--- config.mk ---
export PLATFORM = sky130hd
export DESIGN_NAME = gpio_pad_ctrl
export DESIGN_NICKNAME = d
export VERILOG_FILES = /design/src/rtl/gpio_pad_pkg.sv /design/src/rtl/gpio_pad_ctrl_debounce.sv /design/src/rtl/gpio_pad_ctrl.sv
export SDC_FILE = /design/constraint.sdc
export NUM_CORES = 1
export LEC_CHECK = 0
export CORE_MARGIN = 8
export CORE_UTILIZATION = 58
export DETAILED_ROUTE_END_ITERATION = 10
export GPL_TIMING_DRIVEN = 0
export HOLD_SLACK_MARGIN = 0.1
export PLACE_DENSITY = 0.91
export SLEW_MARGIN = 20
export SYNTH_ARGS = -nofsm -noshare
export SYNTH_HDL_FRONTEND = slang
export SYNTH_SLANG_ARGS = --single-unit
--- constraint.sdc ---
create_clock -name clk -period 3.9 [get_ports clk]
set_input_delay 0.78 -clock clk [delete_from_list [all_inputs] [get_ports clk]]
set_output_delay 0.78 -clock clk [all_outputs]
set_load 0.05 [all_outputs]
--- src/rtl/gpio_pad_pkg.sv ---
// Shared constants for the GPIO pad controller: pad enable polarity and sync depth floor.
package gpio_pad_pkg;

    localparam logic PAD_DRIVE       = 1'b0;
    localparam logic PAD_RELEASE     = 1'b1;
    localparam int   MIN_SYNC_STAGES = 2;

    // Maps a core-side "drive this pad" flag onto the pad's active-low c2p_en.
    function automatic logic pad_en(input logic drive);
        return drive ? PAD_DRIVE : PAD_RELEASE;
    endfunction

endpackage

--- src/rtl/gpio_pad_ctrl_debounce.sv ---
// Per-pad input path: synchroniser, debounce counter, stable level and edge strobes.
module gpio_pad_debounce
    import gpio_pad_pkg::*;
#(
    parameter int SYNC_STAGES = 2,
    parameter int DEBOUNCE_W  = 8
) (
    input  logic                  clk,
    input  logic                  resetn,
    input  logic                  i_p2c,
    input  logic [DEBOUNCE_W-1:0] i_limit,
    input  logic                  i_rise_en,
    input  logic                  i_fall_en,
    output logic                  o_stable,
    output logic                  o_rise,
    output logic                  o_fall
);

    localparam int STAGES = (SYNC_STAGES < MIN_SYNC_STAGES) ? MIN_SYNC_STAGES : SYNC_STAGES;

    logic [STAGES-1:0]     r_sync;
    logic [DEBOUNCE_W-1:0] r_cnt;
    logic                  r_stable;
    logic                  w_sync;
    logic [DEBOUNCE_W:0]   w_cnt_inc;
    logic                  w_accept;

    assign w_sync    = r_sync[STAGES-1];
    assign w_cnt_inc = {1'b0, r_cnt} + {{DEBOUNCE_W{1'b0}}, 1'b1};
    // Using >= lets a lowered limit take effect on the very next cycle.
    assign w_accept  = (w_sync != r_stable) &&
                       ((i_limit == '0) || (w_cnt_inc >= {1'b0, i_limit}));

    always_ff @(posedge clk or negedge resetn) begin
        if (!resetn) begin
            r_sync <= '0;
        end else begin
            r_sync <= {r_sync[STAGES-2:0], i_p2c};
        end
    end

    always_ff @(posedge clk or negedge resetn) begin
        if (!resetn) begin
            r_stable <= 1'b0;
            r_cnt    <= '0;
        end else if (w_sync == r_stable) begin
            r_cnt <= '0;
        end else if (w_accept) begin
            r_stable <= w_sync;
            r_cnt    <= '0;
        end else begin
            r_cnt <= w_cnt_inc[DEBOUNCE_W-1:0];
        end
    end

    assign o_stable = r_stable;
    assign o_rise   = w_accept &  w_sync & i_rise_en;
    assign o_fall   = w_accept & ~w_sync & i_fall_en;

endmodule

--- src/rtl/gpio_pad_ctrl.sv ---
// Core-side controller for a bank of bidirectional pads: output drive, debounced input, edge IRQs.
module gpio_pad_ctrl
    import gpio_pad_pkg::*;
#(
    parameter int WIDTH       = 8,
    parameter int SYNC_STAGES = 2,
    parameter int DEBOUNCE_W  = 8
) (
    input  logic                  clk,
    input  logic                  resetn,
    input  logic [WIDTH-1:0]      out_value,
    input  logic [WIDTH-1:0]      out_enable,
    input  logic [WIDTH-1:0]      open_drain,
    output logic [WIDTH-1:0]      c2p,
    output logic [WIDTH-1:0]      c2p_en,
    input  logic [WIDTH-1:0]      p2c,
    input  logic [DEBOUNCE_W-1:0] debounce_limit,
    output logic [WIDTH-1:0]      in_value,
    input  logic [WIDTH-1:0]      irq_rise_en,
    input  logic [WIDTH-1:0]      irq_fall_en,
    input  logic [WIDTH-1:0]      irq_clear,
    output logic [WIDTH-1:0]      irq_pending,
    output logic                  irq
);

    logic [WIDTH-1:0] r_c2p;
    logic [WIDTH-1:0] r_c2p_en;
    logic [WIDTH-1:0] r_pending;
    logic             r_irq;
    logic [WIDTH-1:0] w_drive;
    logic [WIDTH-1:0] w_c2p_en_next;
    logic [WIDTH-1:0] w_stable;
    logic [WIDTH-1:0] w_rise;
    logic [WIDTH-1:0] w_fall;

    // Open-drain pads only ever pull low; a 1 is expressed by releasing the pad.
    assign w_drive = out_enable & ~(open_drain & out_value);

    genvar gi;
    generate
        for (gi = 0; gi < WIDTH; gi++) begin : g_pad
            assign w_c2p_en_next[gi] = pad_en(w_drive[gi]);

            gpio_pad_debounce #(
                .SYNC_STAGES (SYNC_STAGES),
                .DEBOUNCE_W  (DEBOUNCE_W)
            ) u_debounce (
                .clk       (clk),
                .resetn    (resetn),
                .i_p2c     (p2c[gi]),
                .i_limit   (debounce_limit),
                .i_rise_en (irq_rise_en[gi]),
                .i_fall_en (irq_fall_en[gi]),
                .o_stable  (w_stable[gi]),
                .o_rise    (w_rise[gi]),
                .o_fall    (w_fall[gi])
            );
        end
    endgenerate

    always_ff @(posedge clk or negedge resetn) begin
        if (!resetn) begin
            r_c2p    <= '0;
            r_c2p_en <= {WIDTH{PAD_RELEASE}};
        end else begin
            r_c2p    <= out_value & ~open_drain;
            r_c2p_en <= w_c2p_en_next;
        end
    end

    // A new edge outranks a simultaneous clear so no event is lost.
    always_ff @(posedge clk or negedge resetn) begin
        if (!resetn) begin
            r_pending <= '0;
            r_irq     <= 1'b0;
        end else begin
            r_pending <= (r_pending & ~irq_clear) | w_rise | w_fall;
            r_irq     <= |r_pending;
        end
    end

    assign c2p         = r_c2p;
    assign c2p_en      = r_c2p_en;
    assign in_value    = w_stable;
    assign irq_pending = r_pending;
    assign irq         = r_irq;

endmodule

After elaboration in Yosys (flattened, before gate mapping)
Index checks and enable logic that the tools add are counted.
W data, S select, Z words.
- add/sub/neg operators: 8
- order comparisons: 8
- eq/ne operators: 16
- mux-type cells: 24
- bitwise logic cells: 57
- reductions and logical operators: 26
- operator list (cell ; count):
    $mux W8 ; 16
    $add A8 B1 Y9 const B ; 8
    $ge A9 B8 Y1 ; 8
    $and A1 B1 Y1 ; 32
    $and A8 B8 Y8 ; 4
    $not A8 Y8 ; 3
    $not A1 Y1 ; 16
    $or A8 B8 Y8 ; 2
    $reduce_and A2 Y1 ; 8
    $eq A1 B1 Y1 ; 8
    $logic_and A1 B1 Y1 ; 8
    $logic_not A8 Y1 ; 1
    $logic_or A1 B1 Y1 ; 8
    $mux W1 ; 8
    $ne A1 B1 Y1 ; 8
    $reduce_or A8 Y1 ; 1
- register bits after elaboration: 113
- input port bits: 66
- output and inout port bits: 33
- logic and storage cells: 167

Depth between registers and ports, before layout
- depth in word-level cells: 8
- depth in mapped cells: 10
- mapped depth without buffers: 10

Modules after synthesis
Synthesis repeated with hierarchy kept, for this count alone.
- cell total of the unflattened synthesis: 628
- area total of the unflattened synthesis: 6547.5 sq um
- by module, submodules not included (module ; instances ; cells each ; area each (sq um) ; seq. area each (sq um)):
    gpio_pad_debounce ; 8 ; 69 ; 710.7 ; 275.3
    gpio_pad_ctrl ; 1 ; 76 ; 862.1 ; 635.6

Worst setup path after synthesis
No wires, ideal clock.
- kind: register to register
- start point: register g_pad[1].u_debounce.r_cnt[0]
- end point: register g_pad[1].u_debounce.r_stable
- library setup time: 0.127 ns
- data arrival time: 2.316 ns
- data required time: 3.773 ns
- path slack: 1.456 ns
- cell stages (with the launch flop): 11
- path buffers: 0
- clock period less this slack: 2.444 ns
- cell sequence: dfrtp_1 > ha_1 > nand3_1 > nor2_1 > xor2_1 > ha_1 > a21oi_1 > nor2b_1 > a2111oi_2 > nand3_1 > mux2_1
- word-level cells in the longest chain between the ends: 5
- RTL lines (what ; RTL line ; text):
    from (decl) ; gpio_pad_ctrl_debounce.sv:22 ; logic [DEBOUNCE_W-1:0] r_cnt;
    from (signal assigned) ; gpio_pad_ctrl_debounce.sv:52 ; r_cnt <= w_cnt_inc[DEBOUNCE_W-1:0];
    $add A8 B1 Y9 ; gpio_pad_ctrl_debounce.sv:29 ; assign w_cnt_inc = {1'b0, r_cnt} + {{DEBOUNCE_W{1'b0}}, 1'b1};
    $ge A9 B8 Y1 ; gpio_pad_ctrl_debounce.sv:32 ; ((i_limit == '0) || (w_cnt_inc >= {1'b0, i_limit}));
    $logic_or A1 B1 Y1 ; gpio_pad_ctrl_debounce.sv:32 ;
    $logic_and A1 B1 Y1 ; gpio_pad_ctrl_debounce.sv:31 ; assign w_accept = (w_sync != r_stable) &&
    $reduce_and A2 Y1 (no source line) ; - ;
    to (signal assigned) ; gpio_pad_ctrl_debounce.sv:49 ; r_stable <= w_sync;
    to (decl) ; gpio_pad_ctrl_debounce.sv:23 ; logic r_stable;
No other way between the ends.
A chain may end at the register's enable or synchronous reset.

Worst setup path in the final report
- start point: register g_pad[5].u_debounce.r_cnt[0]
- end point: register g_pad[5].u_debounce.r_cnt[3]
- word-level cells in the longest chain between the ends: 6
- RTL lines (what ; RTL line ; text):
    from (decl) ; gpio_pad_ctrl_debounce.sv:22 ;
    from (signal assigned) ; gpio_pad_ctrl_debounce.sv:52 ;
    $add A8 B1 Y9 * ; gpio_pad_ctrl_debounce.sv:29 ;
    $ge A9 B8 Y1 ; gpio_pad_ctrl_debounce.sv:32 ;
    $logic_or A1 B1 Y1 ; gpio_pad_ctrl_debounce.sv:32 ;
    $logic_and A1 B1 Y1 ; gpio_pad_ctrl_debounce.sv:31 ;
    $mux W8 * ; gpio_pad_ctrl_debounce.sv:48 ; end else if (w_accept) begin
    $mux W8 * ; gpio_pad_ctrl_debounce.sv:46 ; end else if (w_sync == r_stable) begin
Mark *: on every way between the ends. The rest lies on a longest branch, timed or not.

==> impl_metrics.yaml <==
outcome:
  run_status: "finished clean"
timing:
  worst_slew_margin_rel_pct: 59.1
  highest_clock_frequency_the_design_can_meet_mhz: 349
  setup_viol: 0
  grt_setup_unrepaired: "false"
  final_max_slew_violation_count: 0
  finalCritPeriodShare_pct: 73.4
  totalNegativeSetupSlack_ns: 0
  hold_viol_final: 0
  final_setup_margin_ns: 1.04
  fin_crit_ns: 2.86
  clock-skew-final_ns: 0.00982
  worst_slew_pin_slew_ns: 0.607
yosys:
  synth.ff_latch_count: 113
  synth_top_cells_by_area: "dfrtp_1 42%, ha_1 14%, nor2b_1 7.2%, xor2_1 4.9%, dfstp_2 3.4%"
  synth-edff-count: 0
  synthArstFlopShare_pct: 100
  synthTopCellsByCount: "105 x dfrtp_1, 72 x ha_1, 72 x nor2b_1"
  synth_area_per_cell_um2: 10.8
  netlist.area_leader.share_pct: 42.3
  yosysSeqAreaShare_pct: 45.7
  postSynthNetCount: 713
  synthDistinctLibCells: 27
  synth_ff_type: "dfrtp_1"
  yosysWarningCount: 0
  synth.largest_area_cell: "dfrtp_1"
  synth_area_um2: 6210
  synthCells: 575
  synthMostInstantiatedCell: "dfrtp_1"
worst_setup_path:
  rr_worst_depth: 10
  cp-end-kind: "register"
  worst_ep_required_time_ns: 4.34
  timing.critical_path.buf_inv: 0
  worstSetupPathType: "register to register"
  cp.depth: 10
  crit_chain: "ha_1 > nand3_1 > nor2_1 > xor2_1 > ha_1 > a21oi_1 > nor2b_1 > a2111oi_2 > nand4_2 > nor2b_1"
  cell_type_group_with_the_largest_total_delay_on_the_critical_path: "simple AND/OR/NAND/NOR gates"
  critPathMaxStageDelay_ns: 0.48
  crit_start: "g_pad[5].u_debounce.r_cnt[0]"
  crit_arrival_ns: 3.30
  worstReg2RegStart: "g_pad[5].u_debounce.r_cnt[0]"
  worst_setup_path_start_kind: "register"
  cp_slowest_cell: "a2111oi_2"
  worst-path-max-fanout: 8
cells_and_area:
  multiInputGateArea_um2: 3230
  antenna_cells_inserted: 0
  layout-area-overhead-vs-synth_pct: 29.1
  layoutNonFillerInstCount: 842
  final_design_area_no_fill_um2: 8030
  register_area_um2: 2840
  filler_cell_count: 654
  finished_core_util_pct: 77.4
  design.final.nets: 831
  final_layout_size_suffix_gt1_share_pct: 11.2
die:
  dieHeight_um: 120
  die_x_um: 120
  num_io_pins: 99
  placement_rows: 37
  design.die.area_um2: 14300
  placeableCoreArea_um2: 10400
  initial_core_util_pct: 59.9
clock_tree:
  clock_tree_from_tritoncts: "built"
  cts_max_level: 4
  buffer_cell_driving_the_clock_tree_root: "clkbuf_8"
  clkSlewWorstSetupHoldPaths_ns: 0.06
  number_of_clock_sinks: 113
  clkLatencyLatePin_ns: 0.53
  tritoncts.num_buffers: 17
  cts-resized-gates: 0
  cts_setup_buffers: 0
  clk_path_buf_depth: 2
  ctsHoldBuffers: 0
pwr:
  power_density_nw_per_um2: 541
  peak_ir_drop_on_the_vdd_network_v: 0.000402
  leakage_nw: 4.03
place:
  count_of_buffers_from_port_buffering: 98
  numPlacedInstances: 810
  place_area_um2: 7390
  gpl.final_weighted_congestion: 0.862
  detailedPlacementHpwl_um: 10300
  dp_worst_setup_slack_ns: 0.663
global_route:
  grt_pass1_vias: 5411
  grt_max_degree: 64
  initial_antenna_violation_count: 0
  global_route.usage.total_pct: 22.2
  total_gr_overflow: 0
  wire_length_of_the_first_global_routing_pass_um: 25400
detailed_routing:
  detail_route.wl_per_cell_um: 17.9
  routed_wl_um: 15100
  first_pass_iters: 4
  vias_per_cell: 5.68
  violation_count_after_the_first_detailed_route_iteration: 221
  drcViolationCount: 0
  antenna_left: 0
  dr_total_vias: 4779
job:
  max_cap_viol_count: 0
worst_hold_path:
  min_path_type: "input pin to async pin"
cell families (layout without fill, tap and decap cells):
group	Yosys count	after routing	synth area share, %
xor+xnor	56	56	7.89
flops	113	113	45.7
compound gates	56	56	6.60
fa+ha+maj	72	72	14.5
buf+inv	32	163	2.42
simple gates	238	238	21.5
mux	8	8	1.45
report_power, final:
group	internal [mW]	switching, mW
sequential	1.33	0.171
clock	1.10	0.572
combinational	0.490	0.687
total	2.91	1.43
layout by cell type, fill, tap and decap left out, types with 2 or more instances in the layout:
| cell | n |
|---|---|
| o21ai_0 | 16 |
| nand3b_1 | 8 |
| mux2_1 | 2 |
| clkinv_2 | 4 |
| clkbuf_16 | 16 |
| and3_1 | 12 |
| a21o_1 | 8 |
| or4_4 | 2 |
| nand3_1 | 39 |
| nand4_2 | 8 |
| clkinvlp_4 | 5 |
| nor2b_1 | 72 |
| bufinv_16 | 5 |
| xnor2_1 | 21 |
| nor2_1 | 32 |
| dfrtp_1 | 105 |
| nand2_1 | 49 |
| clkdlybuf4s50_1 | 97 |
| ha_1 | 72 |
| dfstp_2 | 8 |
| nand4_1 | 8 |
| nand3_2 | 4 |
| a22o_1 | 8 |
| nor4_1 | 2 |
| mux2_2 | 6 |
| inv_1 | 24 |
| a21oi_1 | 16 |
| buf_4 | 8 |
| xor2_1 | 35 |
| a2111oi_2 | 8 |
metrics by stage:
| step | hold slack [ns] | total power, mW |
|---|---|---|
| after global routing | 0.223 | 4.55 |
| final | 0.192 | 4.34 |
| after detailed placement | 0.339 | 2.64 |
| after global placement | 0.332 | 2.56 |
| after CTS | 0.199 | 4.36 |
| after floorplan | 0.331 | 2.25 |
worst reg2reg max path: cells and delay by family (launching register included):
kind / cells / cell delay [ns]
xor+xnor: 1 / 0.23
fa+ha+maj: 2 / 0.52
flops: 1 / 0.44
simple gates: 5 / 0.97
compound gates: 2 / 0.63
final timing paths:
kind                                                 end  slack, ns
setup reg to reg            g_pad[5].u_debounce.r_cnt[3]       1.04
hold reg to reg            g_pad[0].u_debounce.r_sync[1]       0.35
min in group clk           g_pad[0].u_debounce.r_sync[1]       0.35
max in group asynchronous                      c2p_en[6]       3.00
hold / removal              g_pad[2].u_debounce.r_cnt[0]       0.19
setup / recovery            g_pad[5].u_debounce.r_cnt[3]       1.04
final cells by class:
| cell class | count | share of cell area, % |
|---|---|---|
| tap | 136 | 2.12 |
| clock inverter | 15 | 2.70 |
| multi-input combinational | 430 | 40.2 |
| sequential | 113 | 35.4 |
| buffer | 8 | 0.748 |
| inverter | 24 | 1.12 |
| clock buffer | 17 | 5.16 |
| timing repair buffer | 99 | 12.6 |
flip-flops by register name, summed over array words and instances, names as in the netlist:
register / cells
g_pad.u_debounce.r_cnt: 64
g_pad.u_debounce.r_sync: 16
c2p: 8
c2p_en: 8
g_pad.u_debounce.o_stable: 8
irq_pending: 8
irq: 1
metal layers:
metal  global-route usage [%]  up-vias  share of wire (%)
li1                         -     2234                  -
met1                     23.8     2356                 38
met2                     38.9      154                 52
met3                     7.17       35                7.1
met4                     11.0        0                2.3
met5                        0        -                  0
No activity file was read; power rests on OpenSTA's default activity.
